<file path="src/rtl/hdd_bridge_pkg.sv">
// Shared types and constants for the hdd_sd_bridge block.
package hdd_bridge_pkg;

    // Bridge sequencing states
    typedef enum logic [1:0] {
        IDLE   = 2'd0,
        ISSUE  = 2'd1,
        ACTIVE = 2'd2,
        FINISH = 2'd3
    } state_t;

    localparam int SECTOR_BYTES_DEF = 512;
    localparam int TIMEOUT_DEF      = 28636364;

    // 10 bits hold 0..512 beats; 25 bits hold one second of clk_sys cycles
    localparam int BEAT_W = 10;
    localparam int TMO_W  = 25;
    localparam int LBA_W  = 32;

endpackage

</file>
<file path="src/rtl/hdd_sd_bridge_if.sv">
// HPS virtual-disk channel 0 handshake: request levels, LBA, ack and buffer strobe.
interface hdd_sd_bridge_if;
    import hdd_bridge_pkg::*;

    logic             sd_rd;
    logic             sd_wr;
    logic [LBA_W-1:0] sd_lba;
    logic             sd_ack;
    logic             sd_buff_wr;

    // Bridge side: issues requests, receives acknowledge and data strobes
    modport master (
        output sd_rd,
        output sd_wr,
        output sd_lba,
        input  sd_ack,
        input  sd_buff_wr
    );

    // HPS side: services requests
    modport slave (
        input  sd_rd,
        input  sd_wr,
        input  sd_lba,
        output sd_ack,
        output sd_buff_wr
    );

endinterface

</file>
<file path="src/rtl/hdd_req_latch.sv">
// One-deep pending request flag with its sector register.
// A new pulse always wins over a clear in the same cycle, and repeat
// pulses coalesce with the latest LBA kept.
module hdd_req_latch
    import hdd_bridge_pkg::*;
(
    input  logic             clk_sys,
    input  logic             reset_n,
    input  logic             i_pulse,
    input  logic [LBA_W-1:0] i_lba,
    input  logic             i_clr,
    output logic             o_pend,
    output logic [LBA_W-1:0] o_lba
);

    logic             r_pend;
    logic [LBA_W-1:0] r_lba;

    // Capture request pulse and LBA; clear only when no new pulse arrives
    always_ff @(posedge clk_sys or negedge reset_n) begin
        if (!reset_n) begin
            r_pend <= 1'b0;
            r_lba  <= '0;
        end else if (i_pulse) begin
            r_pend <= 1'b1;
            r_lba  <= i_lba;
        end else if (i_clr) begin
            r_pend <= 1'b0;
        end
    end

    assign o_pend = r_pend;
    assign o_lba  = r_lba;

endmodule

</file>
<file path="src/rtl/hdd_sd_bridge.sv">
// Bridge between the IIgs core hard-disk sector requests and hps_io
// virtual-disk channel 0. Latches request pulses, holds sd_rd/sd_wr until
// the HPS acknowledges, stalls the core for the whole transfer and rejects
// requests that the current mount state does not allow.
// Optional build macro HDD_BRIDGE_TIMEOUT_EN adds a request-to-completion
// watchdog of TIMEOUT_CYCLES clk_sys cycles.
module hdd_sd_bridge
    import hdd_bridge_pkg::*;
#(
    parameter int TIMEOUT_CYCLES = TIMEOUT_DEF,
    parameter int SECTOR_BYTES   = SECTOR_BYTES_DEF
) (
    input  logic               clk_sys,
    input  logic               reset_n,
    input  logic               hdd_read,
    input  logic               hdd_write,
    input  logic [LBA_W-1:0]   hdd_lba_in,
    input  logic               img_mounted,
    input  logic               img_size_nz,
    input  logic               img_readonly,
    hdd_sd_bridge_if.master    sd,
    output logic               cpu_wait,
    output logic               hdd_mounted,
    output logic               hdd_protect,
    output logic               xfer_done,
    output logic               xfer_error,
    output logic [BEAT_W-1:0]  beat_count
);

    if (TIMEOUT_CYCLES < 2 || TIMEOUT_CYCLES > (1 << TMO_W)) begin : g_tmo_range
        $error("hdd_sd_bridge: TIMEOUT_CYCLES does not fit the watchdog counter");
    end

    state_t             r_state;
    logic               r_sd_rd;
    logic               r_sd_wr;
    logic [LBA_W-1:0]   r_sd_lba;
    logic               r_cpu_wait;
    logic               r_done;
    logic               r_err;
    logic [BEAT_W-1:0]  r_beat;
    logic               r_old_ack;
    logic               r_is_wr;
    logic               r_mounted;
    logic               r_protect;

    state_t             w_state_nxt;
    logic               w_sd_rd_nxt;
    logic               w_sd_wr_nxt;
    logic [LBA_W-1:0]   w_sd_lba_nxt;
    logic               w_wait_nxt;
    logic               w_done_nxt;
    logic               w_err_nxt;
    logic [BEAT_W-1:0]  w_beat_nxt;
    logic               w_is_wr_nxt;
    logic               w_rd_clr;
    logic               w_wr_clr;
    logic               w_rd_pend;
    logic               w_wr_pend;
    logic [LBA_W-1:0]   w_rd_lba;
    logic [LBA_W-1:0]   w_wr_lba;
    logic               w_ack_rise;
    logic               w_ack_fall;

`ifdef HDD_BRIDGE_TIMEOUT_EN
    logic [TMO_W-1:0]   r_tmo;
    logic [TMO_W-1:0]   w_tmo_nxt;
`endif

    hdd_req_latch u_rd_latch (
        .clk_sys (clk_sys),
        .reset_n (reset_n),
        .i_pulse (hdd_read),
        .i_lba   (hdd_lba_in),
        .i_clr   (w_rd_clr),
        .o_pend  (w_rd_pend),
        .o_lba   (w_rd_lba)
    );

    hdd_req_latch u_wr_latch (
        .clk_sys (clk_sys),
        .reset_n (reset_n),
        .i_pulse (hdd_write),
        .i_lba   (hdd_lba_in),
        .i_clr   (w_wr_clr),
        .o_pend  (w_wr_pend),
        .o_lba   (w_wr_lba)
    );

    // Mount events update image state in any sequencing state
    always_ff @(posedge clk_sys or negedge reset_n) begin
        if (!reset_n) begin
            r_mounted <= 1'b0;
            r_protect <= 1'b0;
        end else if (img_mounted) begin
            r_mounted <= img_size_nz;
            r_protect <= img_readonly;
        end
    end

    assign w_ack_rise = sd.sd_ack & ~r_old_ack;
    assign w_ack_fall = ~sd.sd_ack & r_old_ack;

    // Next-state and registered-output decode for the transfer sequencer
    always_comb begin
        w_state_nxt  = r_state;
        w_sd_rd_nxt  = r_sd_rd;
        w_sd_wr_nxt  = r_sd_wr;
        w_sd_lba_nxt = r_sd_lba;
        w_wait_nxt   = r_cpu_wait;
        w_beat_nxt   = r_beat;
        w_is_wr_nxt  = r_is_wr;
        w_done_nxt   = 1'b0;
        w_err_nxt    = 1'b0;
        w_rd_clr     = 1'b0;
        w_wr_clr     = 1'b0;
`ifdef HDD_BRIDGE_TIMEOUT_EN
        w_tmo_nxt    = r_tmo;
`endif

        unique case (r_state)
            IDLE: begin
                // Reads take priority; the pending flag is held until ack rise
                if (w_rd_pend) begin
                    if (!r_mounted) begin
                        w_rd_clr  = 1'b1;
                        w_err_nxt = 1'b1;
                    end else begin
                        w_sd_lba_nxt = w_rd_lba;
                        w_sd_rd_nxt  = 1'b1;
                        w_wait_nxt   = 1'b1;
                        w_beat_nxt   = '0;
                        w_is_wr_nxt  = 1'b0;
                        w_state_nxt  = ISSUE;
`ifdef HDD_BRIDGE_TIMEOUT_EN
                        w_tmo_nxt    = '0;
`endif
                    end
                end else if (w_wr_pend) begin
                    if (!r_mounted || r_protect) begin
                        w_wr_clr  = 1'b1;
                        w_err_nxt = 1'b1;
                    end else begin
                        w_sd_lba_nxt = w_wr_lba;
                        w_sd_wr_nxt  = 1'b1;
                        w_wait_nxt   = 1'b1;
                        w_beat_nxt   = '0;
                        w_is_wr_nxt  = 1'b1;
                        w_state_nxt  = ISSUE;
`ifdef HDD_BRIDGE_TIMEOUT_EN
                        w_tmo_nxt    = '0;
`endif
                    end
                end
            end
            ISSUE: begin
                // Only a clean rising edge counts, so an ack left high is not accepted
                if (w_ack_rise) begin
                    w_sd_rd_nxt = 1'b0;
                    w_sd_wr_nxt = 1'b0;
                    w_rd_clr    = ~r_is_wr;
                    w_wr_clr    = r_is_wr;
                    w_state_nxt = ACTIVE;
                end
            end
            ACTIVE: begin
                if (sd.sd_buff_wr && sd.sd_ack && (r_beat < BEAT_W'(SECTOR_BYTES))) begin
                    w_beat_nxt = r_beat + BEAT_W'(1);
                end
                if (w_ack_fall) begin
                    w_state_nxt = FINISH;
                end
            end
            FINISH: begin
                w_wait_nxt  = 1'b0;
                w_done_nxt  = 1'b1;
                w_state_nxt = IDLE;
            end
            default: begin
                w_state_nxt = IDLE;
            end
        endcase

`ifdef HDD_BRIDGE_TIMEOUT_EN
        // Watchdog overrides the sequencer; the pending flag is still set only in ISSUE
        if (r_state == ISSUE || r_state == ACTIVE) begin
            w_tmo_nxt = r_tmo + TMO_W'(1);
            if (r_tmo == TMO_W'(TIMEOUT_CYCLES - 1)) begin
                w_sd_rd_nxt = 1'b0;
                w_sd_wr_nxt = 1'b0;
                w_wait_nxt  = 1'b0;
                w_err_nxt   = 1'b1;
                w_state_nxt = IDLE;
                if (r_state == ISSUE) begin
                    w_rd_clr = ~r_is_wr;
                    w_wr_clr = r_is_wr;
                end
            end
        end
`endif
    end

    // Sequencer state and registered outputs
    always_ff @(posedge clk_sys or negedge reset_n) begin
        if (!reset_n) begin
            r_state    <= IDLE;
            r_sd_rd    <= 1'b0;
            r_sd_wr    <= 1'b0;
            r_sd_lba   <= '0;
            r_cpu_wait <= 1'b0;
            r_done     <= 1'b0;
            r_err      <= 1'b0;
            r_beat     <= '0;
            r_old_ack  <= 1'b0;
            r_is_wr    <= 1'b0;
        end else begin
            r_state    <= w_state_nxt;
            r_sd_rd    <= w_sd_rd_nxt;
            r_sd_wr    <= w_sd_wr_nxt;
            r_sd_lba   <= w_sd_lba_nxt;
            r_cpu_wait <= w_wait_nxt;
            r_done     <= w_done_nxt;
            r_err      <= w_err_nxt;
            r_beat     <= w_beat_nxt;
            r_old_ack  <= sd.sd_ack;
            r_is_wr    <= w_is_wr_nxt;
        end
    end

`ifdef HDD_BRIDGE_TIMEOUT_EN
    // Watchdog counter, cleared when a request is issued
    always_ff @(posedge clk_sys or negedge reset_n) begin
        if (!reset_n) begin
            r_tmo <= '0;
        end else begin
            r_tmo <= w_tmo_nxt;
        end
    end
`endif

    assign sd.sd_rd    = r_sd_rd;
    assign sd.sd_wr    = r_sd_wr;
    assign sd.sd_lba   = r_sd_lba;
    assign cpu_wait    = r_cpu_wait;
    assign hdd_mounted = r_mounted;
    assign hdd_protect = r_protect;
    assign xfer_done   = r_done;
    assign xfer_error  = r_err;
    assign beat_count  = r_beat;

endmodule

</file>
<file path="src/flat_wrapper.sv">
// flat-port wrapper written by rule: the top's interface ports become plain ports
module hdd_sd_bridge_flat import hdd_bridge_pkg::*;
#(
    parameter int TIMEOUT_CYCLES = TIMEOUT_DEF,
    parameter int SECTOR_BYTES   = SECTOR_BYTES_DEF
)
  (clk_sys, reset_n, hdd_read, hdd_write, hdd_lba_in, img_mounted, img_size_nz, img_readonly, cpu_wait, hdd_mounted, hdd_protect, xfer_done, xfer_error, beat_count, sd_sd_rd, sd_sd_wr, sd_sd_lba, sd_sd_ack, sd_sd_buff_wr);
  hdd_sd_bridge_if sd_i ();
  input  logic clk_sys;
  input  logic reset_n;
  input  logic hdd_read;
  input  logic hdd_write;
  input  logic [LBA_W-1:0] hdd_lba_in;
  input  logic img_mounted;
  input  logic img_size_nz;
  input  logic img_readonly;
  output logic cpu_wait;
  output logic hdd_mounted;
  output logic hdd_protect;
  output logic xfer_done;
  output logic xfer_error;
  output logic [BEAT_W-1:0] beat_count;
  output wire logic [$bits(sd_i.sd_rd)-1:0] sd_sd_rd;
  output wire logic [$bits(sd_i.sd_wr)-1:0] sd_sd_wr;
  output wire logic [$bits(sd_i.sd_lba)-1:0] sd_sd_lba;
  input wire logic [$bits(sd_i.sd_ack)-1:0] sd_sd_ack;
  input wire logic [$bits(sd_i.sd_buff_wr)-1:0] sd_sd_buff_wr;
  assign sd_sd_rd = sd_i.sd_rd;
  assign sd_sd_wr = sd_i.sd_wr;
  assign sd_sd_lba = sd_i.sd_lba;
  assign sd_i.sd_ack = sd_sd_ack;
  assign sd_i.sd_buff_wr = sd_sd_buff_wr;
  hdd_sd_bridge #(.TIMEOUT_CYCLES(TIMEOUT_CYCLES), .SECTOR_BYTES(SECTOR_BYTES)) u_core (.clk_sys(clk_sys), .reset_n(reset_n), .hdd_read(hdd_read), .hdd_write(hdd_write), .hdd_lba_in(hdd_lba_in), .img_mounted(img_mounted), .img_size_nz(img_size_nz), .img_readonly(img_readonly), .sd(sd_i), .cpu_wait(cpu_wait), .hdd_mounted(hdd_mounted), .hdd_protect(hdd_protect), .xfer_done(xfer_done), .xfer_error(xfer_error), .beat_count(beat_count));
endmodule
</file>
<file path="config.mk">
export PLATFORM = sky130hd
export DESIGN_NAME = hdd_sd_bridge_flat
export DESIGN_NICKNAME = d
export VERILOG_FILES = /design/src/rtl/hdd_bridge_pkg.sv /design/src/rtl/hdd_sd_bridge_if.sv /design/src/rtl/hdd_req_latch.sv /design/src/rtl/hdd_sd_bridge.sv /design/src/flat_wrapper.sv
export SDC_FILE = /design/constraint.sdc
export NUM_CORES = 1
export LEC_CHECK = 0
export BUFFER_PORTS_ARGS = -buffer_cell sky130_fd_sc_hd__buf_2
export CAP_MARGIN = 10
export CORE_UTILIZATION = 55
export DETAILED_ROUTE_END_ITERATION = 10
export PLACE_DENSITY = 0.81
export SLEW_MARGIN = 20
export SYNTH_ARGS = -nofsm -noshare
export SYNTH_HDL_FRONTEND = slang
export SYNTH_SLANG_ARGS = --single-unit
</file>
<file path="constraint.sdc">
create_clock -name clk_sys -period 2.45 [get_ports clk_sys]
set_input_delay 0.1225 -clock clk_sys [delete_from_list [all_inputs] [get_ports clk_sys]]
set_output_delay 0.1225 -clock clk_sys [all_outputs]
set_load 0.03 [all_outputs]
</file>
Word-level counts from Yosys, hierarchy flattened. Index checks and enable logic that the tools add are counted.

Register bits: 119. Input port bits: 41. Logic and storage cells: 101.

Add/subtract/negate cells: 1. $lt $le $gt $ge: 1. Eq/ne operators: 16. Mux-type cells: 45. Bitwise gates (word level): 5. Reductions and logical operators: 17.

Operator list (number): two-way mux 32 bit (4); two-way mux 10 bit (5); two-way mux 1 bit (23); case mux 10 bit (2 select lines) (1); AND reduction 5 bit (3); two-way mux 2 bit (6); AND reduction 4 bit (3); nonzero test 2 bit (6); adder 10 x 1 -> 10 bit, second input constant (1); less-than comparator 10 bit, second input constant (1); != test 2 x 1 -> 1 bit, second input constant (5); != test 2 bit, second input constant (5); case mux 1 bit (2 select lines) (5); case mux 2 bit (4 select lines) (1); != test 3 bit, second input constant (2); equality test 2 bit, second input constant (2); != test 3 x 2 -> 1 bit, second input constant (1); inverter 1 bit (3); AND 1 bit (2); equality test 2 x 1 -> 1 bit, second input constant (1); logical AND 1 bit (2); logical NOT 2 bit (1); logical NOT 1 bit (1); logical OR 1 bit (1).

Longest topological paths before layout.
Depth in word-level cells: 8. Gate-level depth with buffers: 8. Depth with buffers taken out: 6.

Hierarchy. A second synthesis with hierarchy kept.

Cell total of the unflattened synthesis: 398. Area, all modules: 5411.4 µm².

By module, submodules not included: hdd_req_latch (instances 2, cells each 71, area each 1377.6 µm²); hdd_sd_bridge (instances 1, cells each 256, area each 2656.3 µm²).

Worst setup path after synthesis. No wires, ideal clock.

Path type: register to register. Start: register u_core.r_state[0]. End: register u_core.r_state[1]. Library setup time: 125 ps. Arrival time: 1567 ps. Setup slack: 758 ps. Stages on the path, launching flop included: 7. Buffers on the path: 1. Cell sequence: dfrtp_1 inv_1 ha_1 buf_2 a21bo_2 o22ai_2 mux2_2.

Cells in the longest elaborated chain, start to end: 3. Elaborated cells on any way between the ends: 11.

RTL lines: from (decl) (RTL line hdd_sd_bridge.sv:34) `state_t r_state;`; from (signal assigned) (RTL line hdd_sd_bridge.sv:217) `r_state <= w_state_nxt;`; equality test 2 bit (tied with other cells) (RTL line hdd_sd_bridge.sv:121) `unique case (r_state)`; != test 2 x 1 -> 1 bit (no line) (tied with other cells); AND reduction 5 bit (no line).

Several ways; a longest one is shown, not always the timed one. A chain may end at the register's enable or synchronous reset.

Worst setup path in the final report.
Start: register u_core.r_state[0]. End: register u_core.r_beat[7] (netlist: u_core.beat_count[7]).

Cells in the longest elaborated chain, start to end: 3. Elaborated cells on any way between the ends: 9.

RTL lines: equality test 2 bit / logical NOT 2 bit (equally long branches) (RTL line hdd_sd_bridge.sv:121); != test 2 x 1 -> 1 bit (no line) (tied with other cells); AND reduction 5 bit (no line); to (signal assigned) (RTL line hdd_sd_bridge.sv:224) `r_beat <= w_beat_nxt;`; to (decl) (RTL line hdd_sd_bridge.sv:41) `logic [BEAT_W-1:0] r_beat;`.

Several ways; a longest one is shown, not always the timed one.

==> flow_metrics.py <==
metrics = {
    "yosys": {
        "ys_warn_count": 0,
        "syn-cell-area_sq_um": 5050,
        "yosys.area.top_type": "dfrtp_1",
        "ys_ff_latch": 119,
        "async_flop_share_pct": 100,
        "synth_cells": 395,
        "yosysSeqAreaShare_pct": 58.9,
        "synth_top_cell_area_share_pct": 58.9,
        "avgSynthCellArea_sq_um": 12.8,
        "ys_top_cells_by_area": "dfrtp_1 59%, mux2_2 15%, mux2i_1 6.5%",
        "synth_edf_count": 0,
        "synth_ff_type": "dfrtp_1",
        "synth_fp_nets": 442,
        "synth_cell_types": 42,
    },
    "setup_path": {
        "startpoint": "u_core.r_state[0]",
        "crit_path_end": "u_core.beat_count[7]",
        "reg2reg_depth": 6,
        "ff2ff_setup_slack_ns": 0.54,
        "crit_type": "reg2reg",
        "crit_cells": 6,
        "start_kind": "flop",
        "crit_path_max_fanout": 9,
        "r2r_end": "u_core.beat_count[7]",
        "cp_num_buf_inv": 1,
        "crit_path_cell_trace": "inv_1 -> ha_1 -> and4b_1 -> o21ai_4 -> or3_1 -> o21ai_0",
        "cp.required_ns": 2.89,
        "critPathArrivalTime_ns": 2.35,
        "rr_startpoint": "u_core.r_state[0]",
        "critPathTopFamily": "simple AND/OR/NAND/NOR gates",
        "cpPeakStageDelay_ns": 0.40,
        "endpoint_kind": "flop",
        "cp_slowest_cell": "and4b_1",
    },
    "global_route": {
        "antenna_found_initial": 0,
        "overflow": 0,
        "grt_max_degree": 65,
        "grt.total_usage_pct": 24.2,
        "grt_pass1_wl_mm": 17.9,
        "grt_pass1_vias": 3720,
    },
    "power": {
        "power.density_nw_per_um2": 1160,
        "p_leak_nw": 3.21,
        "vdd_drop_max_uv": 621,
        "power_mw": 7.62,
    },
    "final_layout": {
        "layout.nets": 569,
        "antenna_cells": 0,
        "drive_above_1_share_pct": 37.0,
        "fin_cells": 643,
        "synthToLayoutAreaGrowth_pct": 30.2,
        "fill_cells": 570,
    },
    "clocking": {
        "cts_made_buffers": 17,
        "cts_tree": "yes",
        "cts_root_buf": "clkbuf_8",
        "clock_path_buffers": 2,
        "insertion_delay_ns": 0.51,
        "post_cts_buffers": 0,
        "htreeDepth": 4,
        "cts_sinks": 119,
        "clk_pin_slew_worst_paths_ns": 0.06,
    },
    "detailed_routing": {
        "routed_wirelength_mm": 10.8,
        "dr.pass1.iters": 8,
        "first_iter_violations": 166,
        "vias": 3556,
        "antenna_left": 0,
        "post-route-drc-count": 12,
        "routed_via_density": 5.53,
        "wire_per_inst_microns": 16.7,
    },
    "sta": {
        "drv_slew": 0,
        "fin_tns_setup_ns": 0,
        "finalCritPeriodShare_pct": 78.2,
        "hold-worst-slack_ns": 0.220,
        "fin_worst_skew_ns": 0.00619,
        "worst_slack_ns": 0.535,
        "finalHoldViolCount": 0,
        "layout_min_cycle_time_ns": 1.91,
        "max_slew_margin_pct": 43.4,
        "rsz0062_at_grt": "no",
        "setup_viol": 0,
        "worstMarginPinSlew_ns": 0.849,
        "fmax_ghz": 0.522,
    },
    "die": {
        "dieArea_sq_um": 9570,
        "start_util_pct": 57.4,
        "core_sq_um": 8810,
        "num_io_pins": 90,
        "die_width_microns": 97.8,
        "die_h_microns": 97.8,
        "rows": 34,
    },
    "place": {
        "dpl.cell_count": 574,
        "numPortBuffers": 89,
        "place_congestion": 0.802,
        "pre_cts_ws_ns": 0.545,
        "hpwl_mm": 6.27,
    },
    "worst_hold_path": {
        "hold_path_class": "in2reg",
        "hold_depth": 4,
    },
    "flow_run": {
        "drv_cap": 0,
    },
    "outcome": {
        "status": "finished, violations left",
        "violations": "DRC",
    },
}
-- report_power, final --
| group | total (mW) | leakage (nW) | switching, mW | internal (mW) |
|---|---|---|---|---|
| combinational | 2.23 | 1.48 | 1.44 | 0.792 |
| sequential | 2.69 | 1.44 | 0.280 | 2.41 |
| clock | 2.70 | 0.300 | 0.910 | 1.79 |
-- flip-flops by register name, summed over array words and instances, names as in the netlist, 2 cells and up --
register / flops
u_core.sd.sd_lba: 32
u_core.u_wr_latch.o_lba: 32
u_core.beat_count: 10
u_core.r_state: 2
u_core.u_rd_latch.o_lba: 32
-- per-stage QoR --
stage	utilization, %	instance area [sq um]
6_report	74.7	6580
5_1_grt	74.7	6580
4_1_cts	74.7	6580
3_5_place_dp	63.1	5560
3_3_place_gp	63.1	5560
2_1_floorplan	-	5050
-- worst reg2reg max path, stage by stage, from the launching register on --
cell     delay [ns]
dfrtp_1        0.39
inv_1          0.13
ha_1           0.35
and4b_1        0.40
o21ai_4        0.15
or3_1          0.35
o21ai_0        0.07
-- cell usage in the layout (no fill, tap or decap), types with 2 or more instances in the layout --
cell,instances
inv_1,7
nand2_1,44
buf_4,6
ha_1,6
a21oi_1,2
nand2b_1,5
inv_6,2
nand3_1,2
nor2_1,4
clkbuf_16,16
dfrtp_1,118
nor2b_1,2
bufinv_16,5
o211ai_1,2
and3_1,2
o21ai_0,46
clkbuf_8,2
buf_2,88
o41ai_1,3
mux2i_1,33
clkinvlp_4,5
clkinv_4,2
a22o_1,2
o22ai_2,2
mux2_2,66
o31ai_1,2
o21ai_1,3
dlygate4sd3_1,37
-- timing repair --
| action | CTS | global route |
|---|---|---|
| gates resized for setup | 0 | 0 |
| hold buffers | 37 | 0 |
| endpoints found under the hold margin | 128 | 0 |
-- synth_stat cells, types with 2 or more instances --
| cell | number |
|---|---|
| and3_1 | 2 |
| nand3_1 | 2 |
| ha_1 | 6 |
| inv_1 | 7 |
| o22ai_2 | 2 |
| a22o_1 | 2 |
| o21ai_0 | 46 |
| clkbuf_1 | 4 |
| buf_4 | 3 |
| dfrtp_1 | 119 |
| nand2_1 | 44 |
| buf_6 | 2 |
| o211ai_1 | 2 |
| a21oi_1 | 2 |
| mux2_2 | 66 |
| mux2i_1 | 33 |
| nor2_1 | 4 |
| o41ai_1 | 3 |
| buf_2 | 15 |
| o31ai_1 | 2 |
| o21ai_1 | 3 |
| nand2b_1 | 5 |
| nor2b_1 | 2 |
-- kinds of logic after synthesis --
kind of cell | share of synthesized area, %
AO/OA/AOI/OAI | 8.99
flip-flops | 58.9
multiplexers | 21.2
adder cells (fa/ha/maj) | 1.49
AND/OR/NAND/NOR | 6.14
buffers and inverters | 3.19
-- how the worst min path moves through the flow --
stage / endpoint / start
2_1_floorplan: u_core.beat_count[0] / reset_n
3_3_place_gp: u_core.sd.sd_lba[3] / reset_n
3_5_place_dp: u_core.sd.sd_lba[3] / reset_n
4_1_cts: u_core.beat_count[6] / sd_sd_buff_wr
5_1_grt: u_core.beat_count[8] / sd_sd_buff_wr
6_report: u_core.beat_count[6] / sd_sd_buff_wr
-- per-layer routing --
metal	vias up	GRT usage [%]	wire length (microns)
met5	-	0	0
met4	0	10.5	230
met3	24	6.51	474
met2	99	41.7	5680
met1	1784	28.6	4370
li1	1649	-	-
-- final cells by class --
| class | instances | area [sq um] | area share, % |
|---|---|---|---|
| flip-flops and latches | 119 | 2980 | 45.3 |
| clock buffers | 18 | 428 | 6.50 |
| clock inverters | 14 | 223 | 3.38 |
| repair buffers | 132 | 876 | 13.3 |
| inverters | 7 | 26.3 | 0.399 |
| multi-input cells | 245 | 1910 | 29.1 |
| well taps | 108 | 135 | 2.05 |
(Power assumes the default switching activity.)
